==> src/rtl/tube_display_pkg.sv <==
// tube_display_pkg: glyph, anode and state encodings shared by the tube display.
package tube_display_pkg;

    localparam logic [7:0] SEG_0   = 8'hC0;
    localparam logic [7:0] SEG_1   = 8'hF9;
    localparam logic [7:0] SEG_2   = 8'hA4;
    localparam logic [7:0] SEG_3   = 8'hB0;
    localparam logic [7:0] SEG_4   = 8'h99;
    localparam logic [7:0] SEG_5   = 8'h92;
    localparam logic [7:0] SEG_6   = 8'h82;
    localparam logic [7:0] SEG_7   = 8'hF8;
    localparam logic [7:0] SEG_8   = 8'h80;
    localparam logic [7:0] SEG_9   = 8'h90;
    localparam logic [7:0] SEG_A   = 8'h88;
    localparam logic [7:0] SEG_B   = 8'h83;
    localparam logic [7:0] SEG_C   = 8'hC6;
    localparam logic [7:0] SEG_D   = 8'hA1;
    localparam logic [7:0] SEG_E   = 8'h86;
    localparam logic [7:0] SEG_F   = 8'h8E;
    localparam logic [7:0] SEG_OFF = 8'hFF;
    localparam logic [7:0] AN_OFF  = 8'hFF;

    typedef enum logic {
        ST_BLANK,
        ST_LIT
    } state_t;

endpackage

==> src/rtl/hex_to_seg.sv <==
// hex_to_seg: 4-bit nibble to active-low {dp,g..a} glyph; dp held off.
module hex_to_seg
    import tube_display_pkg::*;
(
    input  logic [3:0] nib,
    output logic [7:0] seg
);

    always_comb begin
        seg = SEG_OFF;
        case (nib)
            4'h0: seg = SEG_0;
            4'h1: seg = SEG_1;
            4'h2: seg = SEG_2;
            4'h3: seg = SEG_3;
            4'h4: seg = SEG_4;
            4'h5: seg = SEG_5;
            4'h6: seg = SEG_6;
            4'h7: seg = SEG_7;
            4'h8: seg = SEG_8;
            4'h9: seg = SEG_9;
            4'hA: seg = SEG_A;
            4'hB: seg = SEG_B;
            4'hC: seg = SEG_C;
            4'hD: seg = SEG_D;
            4'hE: seg = SEG_E;
            4'hF: seg = SEG_F;
            default: seg = SEG_OFF;
        endcase
    end

endmodule

==> src/rtl/tube_display.sv <==
// tube_display: 8-digit multiplexed seven-segment driver with blanking gap
// between digits and optional leading-zero blanking.
module tube_display
    import tube_display_pkg::*;
#(
    parameter int DIGIT_CYCLES = 50000,
    parameter int BLANK_CYCLES = 16
) (
    input  logic        clk,
    input  logic        rst_n,
    input  logic [31:0] wdata_i,
    input  logic        we_i,
    input  logic        lzb_i,
    output logic [7:0]  seg_o,
    output logic [7:0]  an_o,
    output logic        busy_o
);

    localparam int MAXC = DIGIT_CYCLES > BLANK_CYCLES ? DIGIT_CYCLES : BLANK_CYCLES;
    localparam int CW   = MAXC > 1 ? $clog2(MAXC) : 1;

    state_t      state, state_nx;
    logic [CW-1:0] cnt;
    logic [2:0]  idx;
    logic [31:0] disp_q;
    logic [3:0]  nib;
    logic        lead;
    logic        last;
    logic [7:0]  glyph;

    hex_to_seg u_dec (
        .nib (nib),
        .seg (glyph)
    );

    always_comb begin
        last     = state == ST_BLANK ? cnt == CW'(BLANK_CYCLES - 1) : cnt == CW'(DIGIT_CYCLES - 1);
        state_nx = last ? (state == ST_BLANK ? ST_LIT : ST_BLANK) : state;
        busy_o   = state == ST_BLANK;
        an_o     = state == ST_LIT ? 8'(~(8'd1 << idx)) : AN_OFF;
        seg_o    = state == ST_LIT && !(lzb_i && lead) ? glyph : SEG_OFF;
    end

    always_ff @(posedge clk or negedge rst_n) begin
        if (!rst_n) begin
            state  <= ST_BLANK;
            cnt    <= '0;
            idx    <= '0;
            disp_q <= '0;
            nib    <= '0;
            lead   <= 1'b0;
        end else begin
            state <= state_nx;
            cnt   <= last ? '0 : cnt + 1'b1;
            if (we_i)
                disp_q <= wdata_i;
            if (state == ST_LIT && last)
                idx <= idx + 1'b1;
            // slot contents and its leading-zero status are frozen for the whole slot
            if (state == ST_BLANK && last) begin
                nib  <= disp_q[4*idx +: 4];
                lead <= idx != 3'd0 && (disp_q >> {idx, 2'b00}) == 32'd0;
            end
        end
    end

endmodule

==> config.mk <==
export PLATFORM = sky130hd
export DESIGN_NAME = tube_display
export DESIGN_NICKNAME = d
export VERILOG_FILES = /design/src/rtl/tube_display_pkg.sv /design/src/rtl/hex_to_seg.sv /design/src/rtl/tube_display.sv
export SDC_FILE = /design/constraint.sdc
export NUM_CORES = 1
export LEC_CHECK = 0
export CAP_MARGIN = 5
export CORE_MARGIN = 8
export CORE_UTILIZATION = 49
export DETAILED_ROUTE_END_ITERATION = 10
export GPL_ROUTABILITY_DRIVEN = 0
export PLACE_DENSITY = 0.77
export SYNTH_ARGS = -nofsm -noshare
export SYNTH_HDL_FRONTEND = slang
export SYNTH_HIERARCHICAL = 1
export SYNTH_SLANG_ARGS = --single-unit
==> constraint.sdc <==
create_clock -name clk -period 2.1 [get_ports clk]
set_clock_uncertainty 0.05 [all_clocks]
set_input_delay 0.21 -clock clk [delete_from_list [all_inputs] [get_ports clk]]
set_output_delay 0.21 -clock clk [all_outputs]
set_load 0.02 [all_outputs]
==> results.cfg <==
[synth]
ys_seq_area_share_pct = 43.1
synth.net_count = 357
synth_edf_count = 0
synth_top_family_by_area = multiplexers
synthArstFlopShare_pct = 100
yosysWarnings = 6
yosys-top-cells-count = 57 x dfrtp_1, 33 x mux2_2, 30 x nor2_1, 23 x nand2_1, 14 x ha_1
ys_ff_latch = 57
synth-adder-area-share_pct = 5.29
synth.top_cell.area_share_pct = 43.1
syn_area_um2 = 3310
synthCells = 307
yosys.area_share.simple_pct = 15.9
synth.area.mux_share_pct = 20.4
yosysTopAreaCell = dfrtp_1
synth_compound_area_share_pct = 7.86
avgSynthCellArea_um2 = 10.8
synthXorXnorAreaFrac_pct = 4.23
synth_cell_types = 48
synth_area_leaders = dfrtp_1 43%, mux2_2 11%, ha_1 5.3%
yosysMostFrequentCell = dfrtp_1
synth-main-ff-cell = dfrtp_1

[grt]
grt_pass1_wl_um = 12900
antenna_found_initial = 0
gr-usage-all-layers_pct = 16.1
grt_remaining_overflow = 0
grt_pass1_vias = 2721
grt_max_degree = 36

[floorplanning]
num_rows = 30
start_util_pct = 49.6
core_area_um2 = 6680
die_h_um = 98.2
die_area_um2 = 9650
dieWidth_um = 98.2
ios = 53

[worst_hold_path]
min_path_type = in2async

[timing]
period_needed_ns = 2.12
setup_viol = 2
slew_headroom_pct = 63.6
max_freq_ghz = 0.471
finalHoldViolCount = 0
worst_slack_ns = -0.0232
fin_tns_setup_ns = -0.0405
finalMaxSlewViolations = 0
tightest_slew_ns = 0.546
rsz0062_at_grt = true
fin_crit_sh_pct = 101

[status]
violations = negative setup slack
status = finished with violations

[finish]
n_antenna_cell = 0
area_delta_synth_final_pct = 32.8
drive_gt1_share_pct = 28.6
fin_util_pct = 65.8
final_nets = 436

[critical_path]
critPathMaxFanout = 3
rr_startpoint = idx[1]$_DFFE_PN0P_
r2r_slack_ns = 0.06
required_ns = 1.84
r2r_cells = 7
path_class = reg2out
end_kind = output pin
critPathLaunchType = register
arrival_ns = 1.86
cp-startpoint = nib[1]$_DFFE_PN0P_
r2r_end = lead$_DFFE_PN0P_
crit_path_end = seg_o[0]

[routing]
viasPerCell = 5.67
wire_per_inst_um = 16.3
drc = 0
first_pass_iters = 5
finalWirelength_um = 7680
drt_iter0_markers = 172
antenna_left = 0
vias = 2670

[power_and_ir_drop]
p_per_area_nw_per_um2 = 678
leakagePower_uw = 0.00189
p_total_uw = 2980
vdd_drop_max_v = 0.000499

[clock_tree]
clockRootBuffer = clkbuf_8
numCtsBuffers = 9
worst_skew_pair.late_latency_ns = 0.33
clock_sinks = 57
cts_max_path_buffers = 2
path_clk_slew_ns = 0.06
htree_levels = 3
cts_tree = built

[placement]
place.port_buffers = 51
dp_hpwl_um = 5830

[run]
max_cap_viol_count = 0
worst min-delay path by stage:
| stage | from | to | slack, ns | cells after the start |
|---|---|---|---|---|
| after floorplan | rst_n | cnt[0]$_DFF_PN0_ | -0.14 | 0 |
| after global placement | rst_n | disp_q[29]$_DFFE_PN0P_ | 0.18 | 1 |
| after detailed placement | rst_n | disp_q[29]$_DFFE_PN0P_ | 0.18 | 1 |
| after CTS | rst_n | disp_q[27]$_DFFE_PN0P_ | 0.35 | 2 |
| after global routing | rst_n | disp_q[27]$_DFFE_PN0P_ | 0.38 | 2 |
| final | rst_n | disp_q[27]$_DFFE_PN0P_ | 0.35 | 2 |
routing by layer:
layer,vias up,wire [µm],part of all wire [%],track usage (%)
li1,1271,-,-,-
met5,-,0,0,0
met4,0,94,1.2,5.55
met3,13,533,6.9,4.91
met2,86,3730,49,26.5
met1,1300,3320,43,19.6
power breakdown:
group          internal, µW  switching (µW)  leakage, µW
clock                   814             421     0.000126
sequential             1170            73.1     0.000697
combinational           287             218      0.00106
cell usage in the layout, fill, tap and decap left out, types with 4 or more instances in the layout:
| cell type | count |
|---|---|
| ha_4 | 4 |
| dfrtp_1 | 55 |
| o21ai_0 | 12 |
| nor4_1 | 6 |
| mux4_2 | 8 |
| dlygate4sd2_1 | 8 |
| nor2_1 | 30 |
| clkbuf_8 | 10 |
| ha_1 | 10 |
| nand3_1 | 12 |
| nand2b_1 | 6 |
| mux2i_1 | 11 |
| mux2_2 | 33 |
| xor2_1 | 10 |
| nor3_1 | 8 |
| buf_4 | 28 |
| xnor2_1 | 6 |
| clkdlybuf4s50_1 | 35 |
| and3_1 | 4 |
| nand4_1 | 4 |
| buf_6 | 5 |
| nand2_1 | 23 |
per-stage QoR:
stage	instance area (µm²)	worst slack, ns	hold slack, ns	cells
2_1_floorplan	3310	0.125	-0.136	307
3_3_place_gp	4070	-0.131	0.175	452
3_5_place_dp	4070	-0.181	0.177	452
4_1_cts	4360	-0.0809	0.352	470
5_1_grt	4400	-0.0909	0.379	471
6_report	4400	-0.0232	0.347	471
repair_timing:
item,CTS,global route
hold endpoints to repair,22,0
hold buffers,1,0
pin swaps,0,3
buffers inserted,1,1
endpoints found under the setup margin,15,9
resized for setup,50,11
layout make-up:
class | instances | area [µm²]
fill | 534 | 2280
multi-input combinational | 228 | 1860
sequential | 57 | 1430
timing repair buffer | 83 | 742
clock buffer | 10 | 138
clock inverter | 6 | 105
tap | 80 | 100
inverter | 7 | 26.3
sequential cells by signal, indices dropped and copies added (netlist names):
name	count
disp_q	32
cnt	16
state	1
idx	3
nib	4
lead	1
cell families (layout without fill, tap and decap cells):
kind of cell,count (synthesis),count (layout)
muxes,53,53
buffers and inverters,22,106
and+or+nand+nor,107,107
other,1,1
xor gates and xnor gates,16,16
DFF,57,57
AOI/OAI and AO/OA,37,37
adders and majority gates,14,14
worst max-delay path, stage by stage, from the launching register on:
cell      delay [ns]
dfrtp_1         0.38
inv_2           0.12
ha_4            0.15
and2b_2         0.22
or3b_1          0.35
o21ai_1         0.08
nand2b_4        0.13
buf_6           0.11
No activity file was read; power rests on OpenSTA's default activity.
